--- config.mk ---
export PLATFORM = sky130hd
export DESIGN_NAME = bit_serial_adder
export DESIGN_NICKNAME = d
export VERILOG_FILES = /design/src/rtl/adder_pkg.sv /design/src/rtl/full_adder_bit.sv /design/src/rtl/bit_serial_adder.sv
export SDC_FILE = /design/constraint.sdc
export NUM_CORES = 1
export LEC_CHECK = 0
export CORE_MARGIN = 2
export CORE_UTILIZATION = 47
export CTS_CLUSTER_DIAMETER = 50
export DETAILED_ROUTE_END_ITERATION = 12
export PLACE_DENSITY = 0.76
export SETUP_SLACK_MARGIN = 0.02
export SYNTH_ARGS = -nofsm -noshare
export SYNTH_HDL_FRONTEND = slang
export SYNTH_HIERARCHICAL = 1
export SYNTH_SLANG_ARGS = --single-unit
--- constraint.sdc ---
create_clock -name clk -period 1.8 [get_ports clk]
set_input_delay 0.36 -clock clk [delete_from_list [all_inputs] [get_ports clk]]
set_output_delay 0.36 -clock clk [all_outputs]
set_load 0.005 [all_outputs]
--- src/rtl/adder_pkg.sv ---
// Shared definitions for the serial arithmetic stages: FSM encoding,
// handshake naming and derived-width helpers.
package adder_pkg;

  typedef enum logic [1:0] {
    ST_IDLE = 2'd0,
    ST_RUN  = 2'd1,
    ST_DONE = 2'd2
  } state_e;

  localparam string HS_IN_VALID  = "in_valid";
  localparam string HS_IN_READY  = "in_ready";
  localparam string HS_OUT_VALID = "out_valid";
  localparam string HS_OUT_READY = "out_ready";

  // Counter width for a WIDTH-bit serial walk; never narrower than one bit.
  function automatic int cnt_w(input int width);
    return (width > 1) ? $clog2(width) : 1;
  endfunction

endpackage

--- src/rtl/full_adder_bit.sv ---
// One-bit full adder built from two half adders, used as the reusable serial slice.
module half_adder (
  input  logic a,
  input  logic b,
  output logic s,
  output logic c
);
  assign s = a ^ b;
  assign c = a & b;
endmodule

module full_adder_bit (
  input  logic a,
  input  logic b,
  input  logic ci,
  output logic s,
  output logic co
);
  logic s0, c0, c1;

  half_adder u_ha0 (.a(a),  .b(b),  .s(s0), .c(c0));
  half_adder u_ha1 (.a(s0), .b(ci), .s(s),  .c(c1));

  assign co = c0 | c1;
endmodule

--- src/rtl/bit_serial_adder.sv ---
// LSB-first bit-serial adder: one full-add slice reused WIDTH cycles with a
// registered carry, valid/ready handshake on both operand and result sides.
module bit_serial_adder
  import adder_pkg::*;
#(
  parameter  int WIDTH = 8,
  localparam int CNT_W = cnt_w(WIDTH)
) (
  input  logic             clk,
  input  logic             rst_n,
  input  logic             in_valid,
  output logic             in_ready,
  input  logic [WIDTH-1:0] a,
  input  logic [WIDTH-1:0] b,
  input  logic             cin,
  output logic             out_valid,
  input  logic             out_ready,
  output logic [WIDTH-1:0] sum,
  output logic             cout,
  output logic             busy
);

  localparam logic [CNT_W-1:0] LAST = CNT_W'(WIDTH - 1);

  state_e           state_q, state_d;
  logic [WIDTH-1:0] ra_q, ra_d, rb_q, rb_d, sum_q, sum_d;
  logic             carry_q, carry_d;
  logic [CNT_W-1:0] cnt_q, cnt_d;
  logic             fa_s, fa_co;
  logic [WIDTH:0]   sum_shift;

  full_adder_bit u_fa (
    .a (ra_q[0]),
    .b (rb_q[0]),
    .ci(carry_q),
    .s (fa_s),
    .co(fa_co)
  );

  // New bit enters at the MSB; the concatenation also covers WIDTH=1.
  assign sum_shift = {fa_s, sum_q};

  always_comb begin
    state_d   = state_q;
    ra_d      = ra_q;
    rb_d      = rb_q;
    sum_d     = sum_q;
    carry_d   = carry_q;
    cnt_d     = cnt_q;
    in_ready  = 1'b0;
    out_valid = 1'b0;
    busy      = 1'b0;
    case (state_q)
      ST_IDLE: begin
        in_ready = 1'b1;
        if (in_valid) begin
          ra_d    = a;
          rb_d    = b;
          carry_d = cin;
          cnt_d   = '0;
          sum_d   = '0;
          state_d = ST_RUN;
        end
      end
      ST_RUN: begin
        busy    = 1'b1;
        carry_d = fa_co;
        ra_d    = ra_q >> 1;
        rb_d    = rb_q >> 1;
        sum_d   = sum_shift[WIDTH:1];
        cnt_d   = cnt_q + 1'b1;
        if (cnt_q == LAST) state_d = ST_DONE;
      end
      ST_DONE: begin
        busy      = 1'b1;
        out_valid = 1'b1;
        if (out_ready) state_d = ST_IDLE;
      end
      default: state_d = ST_IDLE;
    endcase
  end

  always_ff @(posedge clk or negedge rst_n) begin
    if (!rst_n) begin
      state_q <= ST_IDLE;
      ra_q    <= '0;
      rb_q    <= '0;
      sum_q   <= '0;
      carry_q <= 1'b0;
      cnt_q   <= '0;
    end else begin
      state_q <= state_d;
      ra_q    <= ra_d;
      rb_q    <= rb_d;
      sum_q   <= sum_d;
      carry_q <= carry_d;
      cnt_q   <= cnt_d;
    end
  end

  // The carry flop doubles as cout once the last bit has been added.
  assign sum  = sum_q;
  assign cout = carry_q;

endmodule

==> impl_metrics.env <==
export IMPL_postSynthAreaPerCell_um2=11.8
export IMPL_worstPathArrival_ns=1.28
export IMPL_finalClockSkew_ns=0.00989
export IMPL_rsz0062_at_grt="no"
export IMPL_final_common_cell="dfrtp_1"
export IMPL_synth_area_um2=1410
export IMPL_boundaryPins=33
export IMPL_rows=19
export IMPL_ys_ff_latch=30
export IMPL_cp_required_ns=1.44
export IMPL_total_leakage_power_nw=0.868
export IMPL_synthDistinctLibCells=18
export IMPL_cts_tree="done"
export IMPL_min_path_type="in2async"
export IMPL_ys_seq_area_share_pct=53.1
export IMPL_hold_ws_ns=0.403
export IMPL_worst_pin_slew_ns=0.426
export IMPL_hpwl_mm=1.84
export IMPL_rrSetupSlack_ns=0.19
export IMPL_p_total_mw=3.17
export IMPL_slew_headroom_pct=71.4
export IMPL_rr_worst_depth=4
export IMPL_syn_inst=120
export IMPL_netSwitchingFraction_pct=34.9
export IMPL_insertion_delay_ns=0.33
export IMPL_cts_max_level=2
export IMPL_synth_area_leaders="dfrtp_1 53%, mux2i_1 11%, ha_1 7.1%, a22o_1 6.2%, o21ai_0 6.0%"
export IMPL_grt_max_degree=42
export IMPL_ant_nets=0
export IMPL_finish_utilization_pct=67.4
export IMPL_drc=3
export IMPL_drive_gt1_share_pct=16.3
export IMPL_setup_violations_final=0
export IMPL_timing_rr_end="state_q[0]"
export IMPL_crit_path_start_kind="flop"
export IMPL_dieHeight_um=58.8
export IMPL_grt_pass1_wl_mm=4.49
export IMPL_grt_pass1_vias=1064
export IMPL_clockBufferDepth=2
export IMPL_crit_path_max_fanout=2
export IMPL_sequentialPowerShare_pct=36.4
export IMPL_nFillCells=242
export IMPL_drtIter0Drc=24
export IMPL_stdcell_count=191
export IMPL_max_cap_violations=0
export IMPL_antenna_found_initial=0
export IMPL_seqCellArea_um2=751
export IMPL_gp_congestion=0.713
export IMPL_die_x_um=58.8
export IMPL_finalCritPeriodShare_pct=91.4
export IMPL_power_density_nw_per_um2=1670
export IMPL_status="complete, but fails checks"
export IMPL_syn2layout_area_growth_pct=33.8
export IMPL_holdBufCountCts=0
export IMPL_grt_usage_pct=17.7
export IMPL_dr_total_vias=996
export IMPL_power_frac_comb_pct=47.3
export IMPL_period_needed_ns=1.64
export IMPL_cts_buffers=5
export IMPL_multi_input_area_um2=627
export IMPL_intPower_mw=2.06
export IMPL_critPathKind="reg2out"
export IMPL_cts_root_buf="clkbuf_4"
export IMPL_vdd_drop_max_mv=1.16
export IMPL_antenna_cells=0
export IMPL_io_buffers=32
export IMPL_ys_warn_count=6
export IMPL_final_cell_mix="30 x dfrtp_1, 29 x clkdlybuf4s50_1, 17 x nand2_1, 17 x o21ai_0, 15 x mux2i_1"
export IMPL_drt_pass1_iterations=8
export IMPL_r2r_start="state_q[0]"
export IMPL_yosysTopAreaCellShare_pct=53.1
export IMPL_viasPerCell=5.21
export IMPL_syn_num_nets=149
export IMPL_initial_core_util_pct=50.4
export IMPL_fp_dieArea_um2=3460
export IMPL_core_area_um2=2810
export IMPL_fmax_mhz=608
export IMPL_yosys_area_top_type="dfrtp_1"
export IMPL_dp_cells=181
export IMPL_grt_overflow=0
export IMPL_finalMaxSlewViolations=0
export IMPL_hold_viol_final=0
export IMPL_wl_mm=2.61
export IMPL_clk_pin_slew_worst_paths_ns=0.09
export IMPL_nets=188
export IMPL_pwr_share_clk_pct=16.3
export IMPL_switching_power_mw=1.10
export IMPL_violations="design-rule violations"
export IMPL_clock_sinks=30
export IMPL_wl_per_cell_um=13.6
export IMPL_endpoint_kind="output pin"
what timing repair did:
| action | CTS | global route |
|---|---|---|
| buffers inserted | 2 | 0 |
| gates resized for setup | 8 | 1 |
| endpoints found under the hold margin | 0 | 0 |
| cloned | 0 | 0 |
| endpoints found under the setup margin | 4 | 4 |
cell usage after synthesis:
| library cell | count |
|---|---|
| o21ai_0 | 17 |
| clkbuf_2 | 1 |
| buf_2 | 3 |
| inv_1 | 4 |
| a31oi_1 | 2 |
| a22o_1 | 10 |
| or2_1 | 1 |
| ha_1 | 8 |
| dfrtp_1 | 30 |
| nor2b_1 | 3 |
| buf_4 | 2 |
| nand2_1 | 17 |
| a221oi_2 | 1 |
| mux2i_2 | 1 |
| nor2b_4 | 1 |
| mux2_2 | 3 |
| mux2i_1 | 15 |
| buf_6 | 1 |
kinds of logic after synthesis:
| kind of cell | Yosys count | share of synthesized area, % |
|---|---|---|
| mux | 19 | 14.0 |
| flops | 30 | 53.1 |
| buf+inv | 11 | 4.34 |
| simple gates | 22 | 7.26 |
| compound gates | 30 | 14.2 |
| fa+ha+maj | 8 | 7.09 |
power groups by stage:
stage	Sequential, mW	Combinational (mW)	Clock, mW
2_1_floorplan	1.13	0.979	0
3_3_place_gp	1.15	1.42	0
3_5_place_dp	1.17	1.49	0
4_1_cts	1.15	1.53	0.535
5_1_grt	1.18	1.69	0.562
6_report	1.15	1.50	0.516
metal layers:
metal	vias up	track usage (%)	part of all wire, %
met5	-	0	0
met4	0	8.77	2.3
met3	8	5.27	6.4
met2	27	30.0	48
met1	461	20.3	43
li1	500	-	-
critical path, stage by stage (launching register included):
cell and delay, ns:
dfrtp_1 0.39, buf_4 0.14, ha_2 0.17, dlygate4sd2_1 0.26
cell type report:
| type | count | area share (%) |
|---|---|---|
| tap | 31 | 2.05 |
| inverter | 4 | 0.794 |
| sequential | 30 | 39.7 |
| clock inverter | 3 | 2.12 |
| timing repair buffer | 39 | 20.2 |
| clock buffer | 5 | 1.99 |
| multi-input combinational | 79 | 33.2 |
flip-flops by register name (all words and copies together), names as in the netlist:
| signal | cells |
|---|---|
| state_q | 2 |
| rb_q | 8 |
| sum | 8 |
| ra_q | 8 |
| cout | 1 |
| cnt_q | 3 |
per-stage QoR:
step                      TNS, ns  setup slack (ns)  cell area [µm²]
final                           0             0.156             1890
after global routing            0            0.0854             1890
after CTS                       0            0.0829             1890
after detailed placement    -1.17            -0.148             1780
after global placement     -0.189           -0.0659             1780
after floorplan                 0             0.244             1410
worst max-delay path by stage:
stage                     from    endpoint  slack [ns]  cells after the start
floorplan           state_q[0]  state_q[0]        0.24                      5
global placement      in_valid    cnt_q[0]       -0.07                      4
detailed placement    in_valid    cnt_q[0]       -0.15                      4
CTS                 state_q[0]    cnt_q[0]        0.08                      4
global route        state_q[1]   out_valid        0.09                      3
finish              state_q[1]   out_valid        0.16                      3
Note: power is estimated with default switching activity, not from simulation.
